**src/rtl/reg_file_pkg.sv**
```systemverilog
//------------------------------------------------------------------------------
// reg_file_pkg
//   Shared types and helpers for the 2-read / 1-write register file.
//   - clr_state_t : clear sequencer states (IDLE, CLEAR)
//   - byte_merge  : byte-lane merge of an old and a new word under a byte
//                   enable mask. The array write path and both read-port
//                   bypass paths call it, so their merge behaviour cannot
//                   drift apart.
//------------------------------------------------------------------------------
package reg_file_pkg;

    typedef enum logic {
        IDLE  = 1'b0,
        CLEAR = 1'b1
    } clr_state_t;

    // byte_merge works at a fixed maximum width. Callers zero-extend their
    // operands and size-cast the result back to their own DATA_W. Unused upper
    // lanes are constant and fold away.
    localparam int MAX_DATA_W = 512;
    localparam int MAX_BE_W   = MAX_DATA_W / 8;

    function automatic logic [MAX_DATA_W-1:0] byte_merge(
        input logic [MAX_DATA_W-1:0] old_word,
        input logic [MAX_DATA_W-1:0] new_word,
        input logic [MAX_BE_W-1:0]   be
    );
        logic [MAX_DATA_W-1:0] merged;
        merged = old_word;
        for (int i = 0; i < MAX_BE_W; i++) begin
            if (be[i]) begin
                merged[8*i +: 8] = new_word[8*i +: 8];
            end
        end
        return merged;
    endfunction

endpackage

```
**src/rtl/reg_file_rd_port.sv**
```systemverilog
//------------------------------------------------------------------------------
// reg_file_rd_port
//   One registered read port of the register file.
//   rd_data is loaded every cycle from the entry at rd_addr, with these
//   overrides, listed from highest priority:
//     - out-of-range address, or entry 0 when ZERO_REG=1 -> 0
//     - entry being cleared this cycle                    -> 0 (clear bypass)
//     - entry being written this cycle                    -> merged word (write-first)
//   Ports:
//     clk, reset_n     : clock, async active-low reset
//     rd_addr          : read address, sampled at the rising edge
//     entries          : current array contents
//     wr_accept/wr_*   : the write that is being committed this cycle
//     clr_active/cnt   : clear sequencer activity and the entry it zeroes now
//     rd_data          : registered read data
//------------------------------------------------------------------------------
module reg_file_rd_port
    import reg_file_pkg::*;
#(
    parameter int DATA_W   = 32,
    parameter int DEPTH    = 8,
    parameter int ZERO_REG = 0,
    parameter int ADDR_W   = $clog2(DEPTH)
) (
    input  logic                clk,
    input  logic                reset_n,
    input  logic [ADDR_W-1:0]   rd_addr,
    input  logic [DATA_W-1:0]   entries [DEPTH],
    input  logic                wr_accept,
    input  logic [ADDR_W-1:0]   wr_addr,
    input  logic [DATA_W/8-1:0] wr_be,
    input  logic [DATA_W-1:0]   wr_data,
    input  logic                clr_active,
    input  logic [ADDR_W-1:0]   clr_cnt,
    output logic [DATA_W-1:0]   rd_data
);

    logic [DATA_W-1:0] rd_next;

    // Comparing against each legal index, rather than indexing the array
    // directly, makes out-of-range addresses (DEPTH not a power of two)
    // fall through to the zero default.
    always_comb begin
        rd_next = '0;
        for (int i = 0; i < DEPTH; i++) begin
            if (rd_addr == ADDR_W'(i) && !(ZERO_REG != 0 && i == 0)) begin
                if (clr_active && clr_cnt == ADDR_W'(i)) begin
                    rd_next = '0;
                end else if (wr_accept && wr_addr == ADDR_W'(i)) begin
                    rd_next = DATA_W'(byte_merge(MAX_DATA_W'(entries[i]),
                                                 MAX_DATA_W'(wr_data),
                                                 MAX_BE_W'(wr_be)));
                end else begin
                    rd_next = entries[i];
                end
            end
        end
    end

    always_ff @(posedge clk or negedge reset_n) begin
        if (!reset_n) begin
            rd_data <= '0;
        end else begin
            rd_data <= rd_next;
        end
    end

endmodule

```
**src/rtl/reg_file_2r1w.sv**
```systemverilog
//------------------------------------------------------------------------------
// reg_file_2r1w
//   Parametrised register file: one byte-maskable write port, two registered
//   read ports with write-first bypass, and a clear sequencer that zeroes one
//   entry per cycle.
//   Ports:
//     clk, reset_n        : clock, async active-low reset
//     wr_en/addr/be/data  : write request (byte enables per 8-bit lane)
//     rd_addr0/rd_addr1   : read addresses
//     rd_data0/rd_data1   : registered read data (1-cycle latency)
//     clr_req             : start a clear sequence (pulse or level)
//     clr_busy            : clear sequence in progress
//     wr_drop             : one-cycle pulse, a write was discarded during clear
//     dbg_state           : current clear sequencer state
//   Handshake: there is no back-pressure. A write is taken in the cycle that
//   wr_en is high, unless a clear is running; in that case it is discarded
//   and wr_drop reports it one cycle later. clr_req is sampled only in IDLE.
//------------------------------------------------------------------------------
module reg_file_2r1w
    import reg_file_pkg::*;
#(
    parameter  int DATA_W   = 32,
    parameter  int DEPTH    = 8,
    parameter  int ZERO_REG = 0,
    localparam int ADDR_W   = $clog2(DEPTH),
    localparam int BE_W     = DATA_W / 8
) (
    input  logic              clk,
    input  logic              reset_n,
    input  logic              wr_en,
    input  logic [ADDR_W-1:0] wr_addr,
    input  logic [BE_W-1:0]   wr_be,
    input  logic [DATA_W-1:0] wr_data,
    input  logic [ADDR_W-1:0] rd_addr0,
    input  logic [ADDR_W-1:0] rd_addr1,
    output logic [DATA_W-1:0] rd_data0,
    output logic [DATA_W-1:0] rd_data1,
    input  logic              clr_req,
    output logic              clr_busy,
    output logic              wr_drop,
    output clr_state_t        dbg_state
);

    clr_state_t        state_q, state_d;
    logic [ADDR_W-1:0] cnt_q, cnt_d;
    logic [DATA_W-1:0] mem_q [DEPTH];
    logic              wr_addr_ok;
    logic              wr_accept;
    logic              clr_active;
    logic              wr_drop_q;

    assign clr_active = (state_q == CLEAR);
    assign clr_busy   = clr_active;
    assign dbg_state  = state_q;
    assign wr_drop    = wr_drop_q;

    // Write decode: address in range and not the hard-wired zero entry.
    always_comb begin
        wr_addr_ok = 1'b0;
        for (int i = 0; i < DEPTH; i++) begin
            if (wr_addr == ADDR_W'(i) && !(ZERO_REG != 0 && i == 0)) begin
                wr_addr_ok = 1'b1;
            end
        end
    end

    assign wr_accept = wr_en && !clr_active && wr_addr_ok;

    // Clear sequencer: state register.
    always_ff @(posedge clk or negedge reset_n) begin
        if (!reset_n) begin
            state_q <= IDLE;
            cnt_q   <= '0;
        end else begin
            state_q <= state_d;
            cnt_q   <= cnt_d;
        end
    end

    // Clear sequencer: next state. clr_req is ignored while clearing, so a
    // held request re-arms only after one IDLE cycle.
    always_comb begin
        state_d = state_q;
        cnt_d   = cnt_q;
        case (state_q)
            IDLE: begin
                if (clr_req) begin
                    state_d = CLEAR;
                    cnt_d   = '0;
                end
            end
            CLEAR: begin
                if (cnt_q == ADDR_W'(DEPTH - 1)) begin
                    state_d = IDLE;
                end else begin
                    cnt_d = cnt_q + ADDR_W'(1);
                end
            end
            default: begin
                state_d = IDLE;
                cnt_d   = '0;
            end
        endcase
    end

    // Every write request that arrives during a clear is reported once.
    always_ff @(posedge clk or negedge reset_n) begin
        if (!reset_n) begin
            wr_drop_q <= 1'b0;
        end else begin
            wr_drop_q <= wr_en && clr_active;
        end
    end

    // Storage array: one DATA_W register per entry. The clear and write
    // conditions never hold together, because writes are refused while clearing.
    for (genvar g = 0; g < DEPTH; g++) begin : g_entry
        logic [DATA_W-1:0] q;

        always_ff @(posedge clk or negedge reset_n) begin
            if (!reset_n) begin
                q <= '0;
            end else if (clr_active && cnt_q == ADDR_W'(g)) begin
                q <= '0;
            end else if (wr_accept && wr_addr == ADDR_W'(g)) begin
                q <= DATA_W'(byte_merge(MAX_DATA_W'(q),
                                        MAX_DATA_W'(wr_data),
                                        MAX_BE_W'(wr_be)));
            end
        end

        assign mem_q[g] = q;
    end

    reg_file_rd_port #(
        .DATA_W   (DATA_W),
        .DEPTH    (DEPTH),
        .ZERO_REG (ZERO_REG),
        .ADDR_W   (ADDR_W)
    ) u_rd_port0 (
        .clk        (clk),
        .reset_n    (reset_n),
        .rd_addr    (rd_addr0),
        .entries    (mem_q),
        .wr_accept  (wr_accept),
        .wr_addr    (wr_addr),
        .wr_be      (wr_be),
        .wr_data    (wr_data),
        .clr_active (clr_active),
        .clr_cnt    (cnt_q),
        .rd_data    (rd_data0)
    );

    reg_file_rd_port #(
        .DATA_W   (DATA_W),
        .DEPTH    (DEPTH),
        .ZERO_REG (ZERO_REG),
        .ADDR_W   (ADDR_W)
    ) u_rd_port1 (
        .clk        (clk),
        .reset_n    (reset_n),
        .rd_addr    (rd_addr1),
        .entries    (mem_q),
        .wr_accept  (wr_accept),
        .wr_addr    (wr_addr),
        .wr_be      (wr_be),
        .wr_data    (wr_data),
        .clr_active (clr_active),
        .clr_cnt    (cnt_q),
        .rd_data    (rd_data1)
    );

endmodule

```
**config.mk**
```make
export PLATFORM = sky130hd
export DESIGN_NAME = reg_file_2r1w
export DESIGN_NICKNAME = d
export VERILOG_FILES = /design/src/rtl/reg_file_pkg.sv /design/src/rtl/reg_file_rd_port.sv /design/src/rtl/reg_file_2r1w.sv
export SDC_FILE = /design/constraint.sdc
export NUM_CORES = 1
export LEC_CHECK = 0
export BUFFER_PORTS_ARGS = -buffer_cell sky130_fd_sc_hd__buf_2
export CELL_PAD_IN_SITES_DETAIL_PLACEMENT = 2
export CELL_PAD_IN_SITES_GLOBAL_PLACEMENT = 2
export CORE_ASPECT_RATIO = 0.5
export CORE_UTILIZATION = 42
export DETAILED_ROUTE_END_ITERATION = 10
export GPL_TIMING_DRIVEN = 1
export PLACE_DENSITY = 0.86
export RECOVER_POWER = 50
export SLEW_MARGIN = 20
export SYNTH_ARGS = -nofsm -noshare
export SYNTH_HDL_FRONTEND = slang
export SYNTH_HIERARCHICAL = 1
export SYNTH_SLANG_ARGS = --single-unit
```
**constraint.sdc**
```tcl
create_clock -name clk -period 5.3 [get_ports clk]
set_input_delay 1.06 -clock clk [delete_from_list [all_inputs] [get_ports clk]]
set_output_delay 1.06 -clock clk [all_outputs]
set_load 0.1 [all_outputs]
```
# --- Yosys cells after proc, flatten, opt, wreduce, memory -nomap -nowiden ---
# Cells that the tools add are included.
word_totals:
  regBits: 325
  out_inout_bits: 67
  elab_cells: 148
op_classes:
  addsub: 1
  n_eq_ne: 30
  mux: 78
  n_bitwise: 1
  n_reduce_logical: 25
ops:
  columns: ["op", "count"]
  rows:
  - ["$mux 32", 32]
  - ["$mux 8", 32]
  - ["$eq 3x3->1 const B", 16]
  - ["$eq 3x2->1 const B", 8]
  - ["$logic_and 1x1->1", 19]
  - ["$eq 3x1->1 const B", 4]
  - ["$logic_not 3->1", 4]
  - ["$mux 1", 10]
  - ["$mux 3", 2]
  - ["$pmux 3 s2", 1]
  - ["$ne 2x2->1 const B", 2]
  - ["$add 3x1->3 const B", 1]
  - ["$pmux 1 s2", 1]
  - ["$reduce_and 2->1", 1]
  - ["$logic_not 1->1", 1]
  - ["$not 1->1", 1]

# --- Depth between registers and ports, before layout ---
logic_depth:
  ltp_word: 21
  ltp_mapped: 10
  ltp_nobuf: 6

# --- Cells and area by module ---
# The synthesis kept the hierarchy.
modules_own_cells:
  columns: ["mod", "n_inst", "cells_per_inst", "area_each_um2"]
  rows:
  - ["reg_file_rd_port", 2, 737, 6050.8]
  - ["reg_file_2r1w", 1, 1245, 11184.5]

# --- Worst setup path before layout ---
# No wires, ideal clock.
synth_path:
  kind: "register to register"
  start: "register state_q, in the netlist clr_busy"
  end: "register u_rd_port0.rd_data[0]"
  setup_ns: 0.132
  arrival_time_ns: 3.392
  path_slack_ns: 1.776
  stages_incl_launch_ff: 10
  synth_period_minus_slack_ns: 3.524
  cell_sequence: "dfrtp_1 > buf_2 > buf_2 > nor2b_1 > buf_6 > nand3b_4 > nor2_2 > mux2_2 > a2111oi_2 > nand3_1"
synth_between:
  elab_chain_cells: 14
synth_rtl:
  columns: ["item", "line_no", "source"]
  rows:
  - ["from (decl)", "reg_file_2r1w.sv:44", "clr_state_t state_q, state_d;"]
  - ["from (signal assigned)", "reg_file_2r1w.sv:75", "state_q <= state_d;"]
  - ["$logic_not 1->1 *", "reg_file_2r1w.sv:67", "assign wr_accept = wr_en && !clr_active && wr_addr_ok;"]
  - ["$logic_and 1x1->1 * (2 in a row)", "reg_file_2r1w.sv:67", null]
  - ["net wr_accept", "reg_file_2r1w.sv:48", "logic wr_accept;"]
  - ["$logic_and 1x1->1", "reg_file_rd_port.sv:49", "end else if (wr_accept && wr_addr == ADDR_W'(i)) begin"]
  - ["$mux 32", null, null]
  - ["$mux 32", "reg_file_rd_port.sv:47", "if (clr_active && clr_cnt == ADDR_W'(i)) begin"]
  - ["$mux 32 (7 in a row)", "reg_file_rd_port.sv:46", "if (rd_addr == ADDR_W'(i) && !(ZERO_REG != 0 && i == 0)) begin"]
  - ["$mux 32 *", "reg_file_rd_port.sv:46", null]
  - ["net u_rd_port0.rd_next[0]", "reg_file_rd_port.sv:38", "logic [DATA_W-1:0] rd_next;"]
  - ["to (signal assigned)", "reg_file_rd_port.sv:64", "rd_data <= rd_next;"]
  - ["to (decl)", "reg_file_rd_port.sv:35", "output logic [DATA_W-1:0] rd_data"]
# Mark *: on every way through the listed nets, which the timed path passes. The rest lies on a longest branch.
# A chain may end at the register's enable or synchronous reset.

# --- Final worst setup path ---
layout_path:
  start: "register state_q, in the netlist clr_busy"
  end: "register u_rd_port1.rd_data[25]"
layout_between:
  elab_chain_cells: 14
layout_rtl:
  columns: ["item", "line_no"]
  rows:
  - ["$logic_not 1->1 *", "reg_file_2r1w.sv:67"]
  - ["$logic_and 1x1->1 * (2 in a row)", "reg_file_2r1w.sv:67"]
  - ["net wr_accept", "reg_file_2r1w.sv:48"]
  - ["$logic_and 1x1->1", "reg_file_rd_port.sv:49"]
  - ["$mux 32", null]
  - ["$mux 32", "reg_file_rd_port.sv:47"]
  - ["$mux 32 (7 in a row)", "reg_file_rd_port.sv:46"]
  - ["$mux 32 *", "reg_file_rd_port.sv:46"]
  - ["net u_rd_port1.rd_next[25]", "reg_file_rd_port.sv:38"]
  - ["to (signal assigned)", "reg_file_rd_port.sv:64"]
  - ["to (decl)", "reg_file_rd_port.sv:35"]
# Marks and branches as above.

==> flow_metrics.py <==
metrics = {
    "worst_setup_path": {
        "cp_top_family": "simple AND/OR/NAND/NOR gates",
        "worstRegToRegCells": 7,
        "cp.depth": 7,
        "end_kind": "flip-flop",
        "path_max_fanout": 20,
        "r2r_end": "u_rd_port1/rd_data[25]$_DFF_PN0_",
        "critPathSlowestCell": "a2111oi_0",
        "reg2reg_from": "clr_busy$_DFF_PN0_",
        "startpoint_type": "flip-flop",
        "path_class": "reg2reg",
        "required_ps": 5680,
        "crit_end": "u_rd_port1/rd_data[25]$_DFF_PN0_",
        "crit_buf_inv": 1,
        "arrival_ps": 4710,
        "cp_cell_sequence": "buf_4 > nor2b_4 > nand3b_4 > nor2_4 > mux2_2 > a2111oi_0 > nand3_1",
        "critPathLaunch": "clr_busy$_DFF_PN0_",
        "slowest_delay_ps": 1120,
        "r2r_slack_ps": 970,
    },
    "yosys": {
        "synth-seq-cells": 325,
        "syn_nets": 2774,
        "synth_area_per_cell_um2": 8.56,
        "synth.cell_area_um2": 23300,
        "synth_edf_count": 0,
        "synth-seq-area-share_pct": 34.9,
        "synth_cell_type_count": 58,
        "synthArstFlopShare_pct": 100,
        "postSynthCellCount": 2719,
        "synth_ff_type": "dfrtp_1",
        "yosysWarningCount": 6,
    },
    "die": {
        "dieArea_um2": 56400,
        "start_util_pct": 42.9,
        "die_w_um": 335,
        "ioPinCount": 116,
        "row_count": 60,
        "die_y_um": 169,
        "core-area_um2": 54300,
    },
    "cts": {
        "post_cts_resized": 0,
        "cts-htree-levels": 2,
        "cts_root_buffer": "clkbuf_16",
        "clk_path_buf_depth": 3,
        "cts_buffers": 36,
        "hold_buffers": 0,
        "clk_pin_slew_ps": 70,
        "postCtsSetupBuffers": 0,
        "tritoncts": "done",
        "clk_latency_ps": 570,
        "cts_sinks": 325,
    },
    "placed_design": {
        "place.gp.congestion": 0.925,
        "placed_area_um2": 24300,
        "io_buffers": 115,
        "hpwlAfterDp_um": 74300,
        "pre_cts_ws_ps": 957,
    },
    "timing": {
        "rsz0062_at_grt": "false",
        "relSlewSlack_pct": -161,
        "skew_ps": 15.5,
        "period_minus_slack_ps": 4330,
        "setup_tns_ps": 0,
        "finalSetupViolations": 0,
        "fmax_ghz": 0.231,
        "finalWorstSetupSlack_ps": 973,
        "finalCritPeriodShare_pct": 81.6,
        "hold_viol": 0,
        "slew_viol_final": 62,
        "worstMarginPinSlew_ps": 3920,
    },
    "routing": {
        "drt-total-wl_um": 118000,
        "vias": 25091,
        "top_layer_used": "met5",
        "wl_met2_um": 52700,
        "wl_per_cell_um": 34.4,
        "vias_per_cell": 7.28,
        "antenna_left": 0,
        "wl_met3_um": 12600,
        "drt_first_pass_iters": 7,
        "first_iter_violations": 3253,
        "wl_met1_um": 47900,
        "drc": 0,
    },
    "global_routing": {
        "grt_pass1_vias": 26516,
        "track_usage_pct": 41.2,
        "grt-ovfl-total": 0,
        "antenna_found_initial": 8,
        "grt_pass1_wl_um": 177000,
        "grt_max_degree": 138,
    },
    "pwr": {
        "leakage_nw": 9.51,
        "ir_worst_vdd_mv": 0.307,
        "powerDensity_nw_per_um2": 454,
    },
    "status": {
        "status": "finished, violations left",
        "violations": "max-capacitance violations, max-slew violations",
    },
    "finish": {
        "drive_gt1_share_pct": 19.6,
        "multiInputGateArea_um2": 14100,
        "fillers": 5772,
        "final_cell_mix": "nand3_1 (502), o21ai_0 (380), dfrtp_1 (325)",
        "final_core_util_pct": 47.1,
        "areaGrowthSynthToFinish_pct": 9.71,
        "final_common_cell": "nand3_1",
        "design_area_um2": 25500,
        "fin_nets": 2727,
        "regArea_um2": 8130,
    },
    "job": {
        "maxCapViolCount": 1,
    },
    "worst_hold_path": {
        "worstHoldPathCells": 2,
        "hp-class": "reg2reg",
    },
}
-- final cells by class --
type                            instances  area share (%)
Multi-Input combinational cell       2124            55.2
Sequential cell                       325            31.8
Timing Repair Buffer                  179            4.20
Clock buffer                           48            4.06
Tap cell                              744            3.64
Clock inverter                         16           0.931
Inverter                                6          0.0882
Antenna cell                            6          0.0588
-- synthesized netlist by cell type, drive strengths merged (2+ instances only) --
master,instances,area share [%]
nand3,510,11
o21ai,448,9.6
dfrtp,325,35
nand2,281,4.7
a21oi,194,4.2
mux2,193,9.8
clkbuf,177,2.9
mux2i,128,5.5
buf,87,2.2
a2111oi,64,3.7
a22oi,64,2.1
o22a,64,2.4
nor2,60,2.0
and2,15,0.40
nand3b,13,0.85
nand4,13,0.35
nand2b,9,0.24
nor2b,9,0.24
and3,8,0.21
and3b,8,0.30
ha,6,0.32
inv,6,0.097
nand4b,5,0.19
nor4b,5,0.32
o31ai,4,0.17
and4bb,3,0.16
a311o,2,0.086
a31oi,2,0.054
a41oi,2,0.075
nor3b,2,0.064
o2111ai,2,0.13
or2,2,0.054
or4,2,0.064
-- worst reg2reg max path, delay by kind of cell (launching register included) --
family	cells	cell delay [ps]
simple gates	4	1590
compound gates	1	1120
flops	1	680
buf+inv	1	380
mux	1	370
-- registers in the layout, indices dropped and copies added, names as in the netlist --
register	count
g_entry.q	256
u_rd_port0/rd_data	32
u_rd_port1/rd_data	32
cnt_q	3
clr_busy	1
wr_drop	1
-- power breakdown --
part | switching [W] | internal, W
logic | 0.00353 | 0.00113
clock network | 0.00122 | 0.00167
registers | 0.000807 | 0.00322
-- how the worst min path moves through the flow --
stage / startpoint / endpoint / slack, ps
after global routing: g_entry[0].q[23]$_DFFE_PN0P_ / g_entry[0].q[23]$_DFFE_PN0P_ / 560
after global placement: g_entry[0].q[23]$_DFFE_PN0P_ / g_entry[0].q[23]$_DFFE_PN0P_ / 520
after CTS: reset_n / g_entry[1].q[26]$_DFFE_PN0P_ / 450
final: g_entry[0].q[9]$_DFFE_PN0P_ / g_entry[0].q[9]$_DFFE_PN0P_ / 540
after detailed placement: g_entry[0].q[9]$_DFFE_PN0P_ / g_entry[0].q[9]$_DFFE_PN0P_ / 530
after floorplan: g_entry[0].q[0]$_DFFE_PN0P_ / g_entry[0].q[0]$_DFFE_PN0P_ / 500
-- per-stage QoR --
| step | instances | power, W | hold WS, ps |
|---|---|---|---|
| final | 3448 | 0.0116 | 537 |
| after CTS | 3440 | 0.0115 | 451 |
| after detailed placement | 3376 | 0.00845 | 526 |
| after global routing | 3444 | 0.0119 | 564 |
| after floorplan | 2719 | 0.00685 | 501 |
| after global placement | 3374 | 0.00813 | 516 |
-- cell families after synthesis --
| logic type | share of synthesized area [%] |
|---|---|
| simple gates | 21.7 |
| compound gates | 22.5 |
| flops | 34.9 |
| mux | 15.4 |
| buf+inv | 5.20 |
| fa+ha+maj | 0.322 |
-- metal layers --
layer	up-vias	global-route usage [%]
met3	436	9.58
li1	9947	-
met2	1700	63.9
met4	2	17.9
met5	-	0
met1	13006	54.9
(Power assumes the default switching activity.)
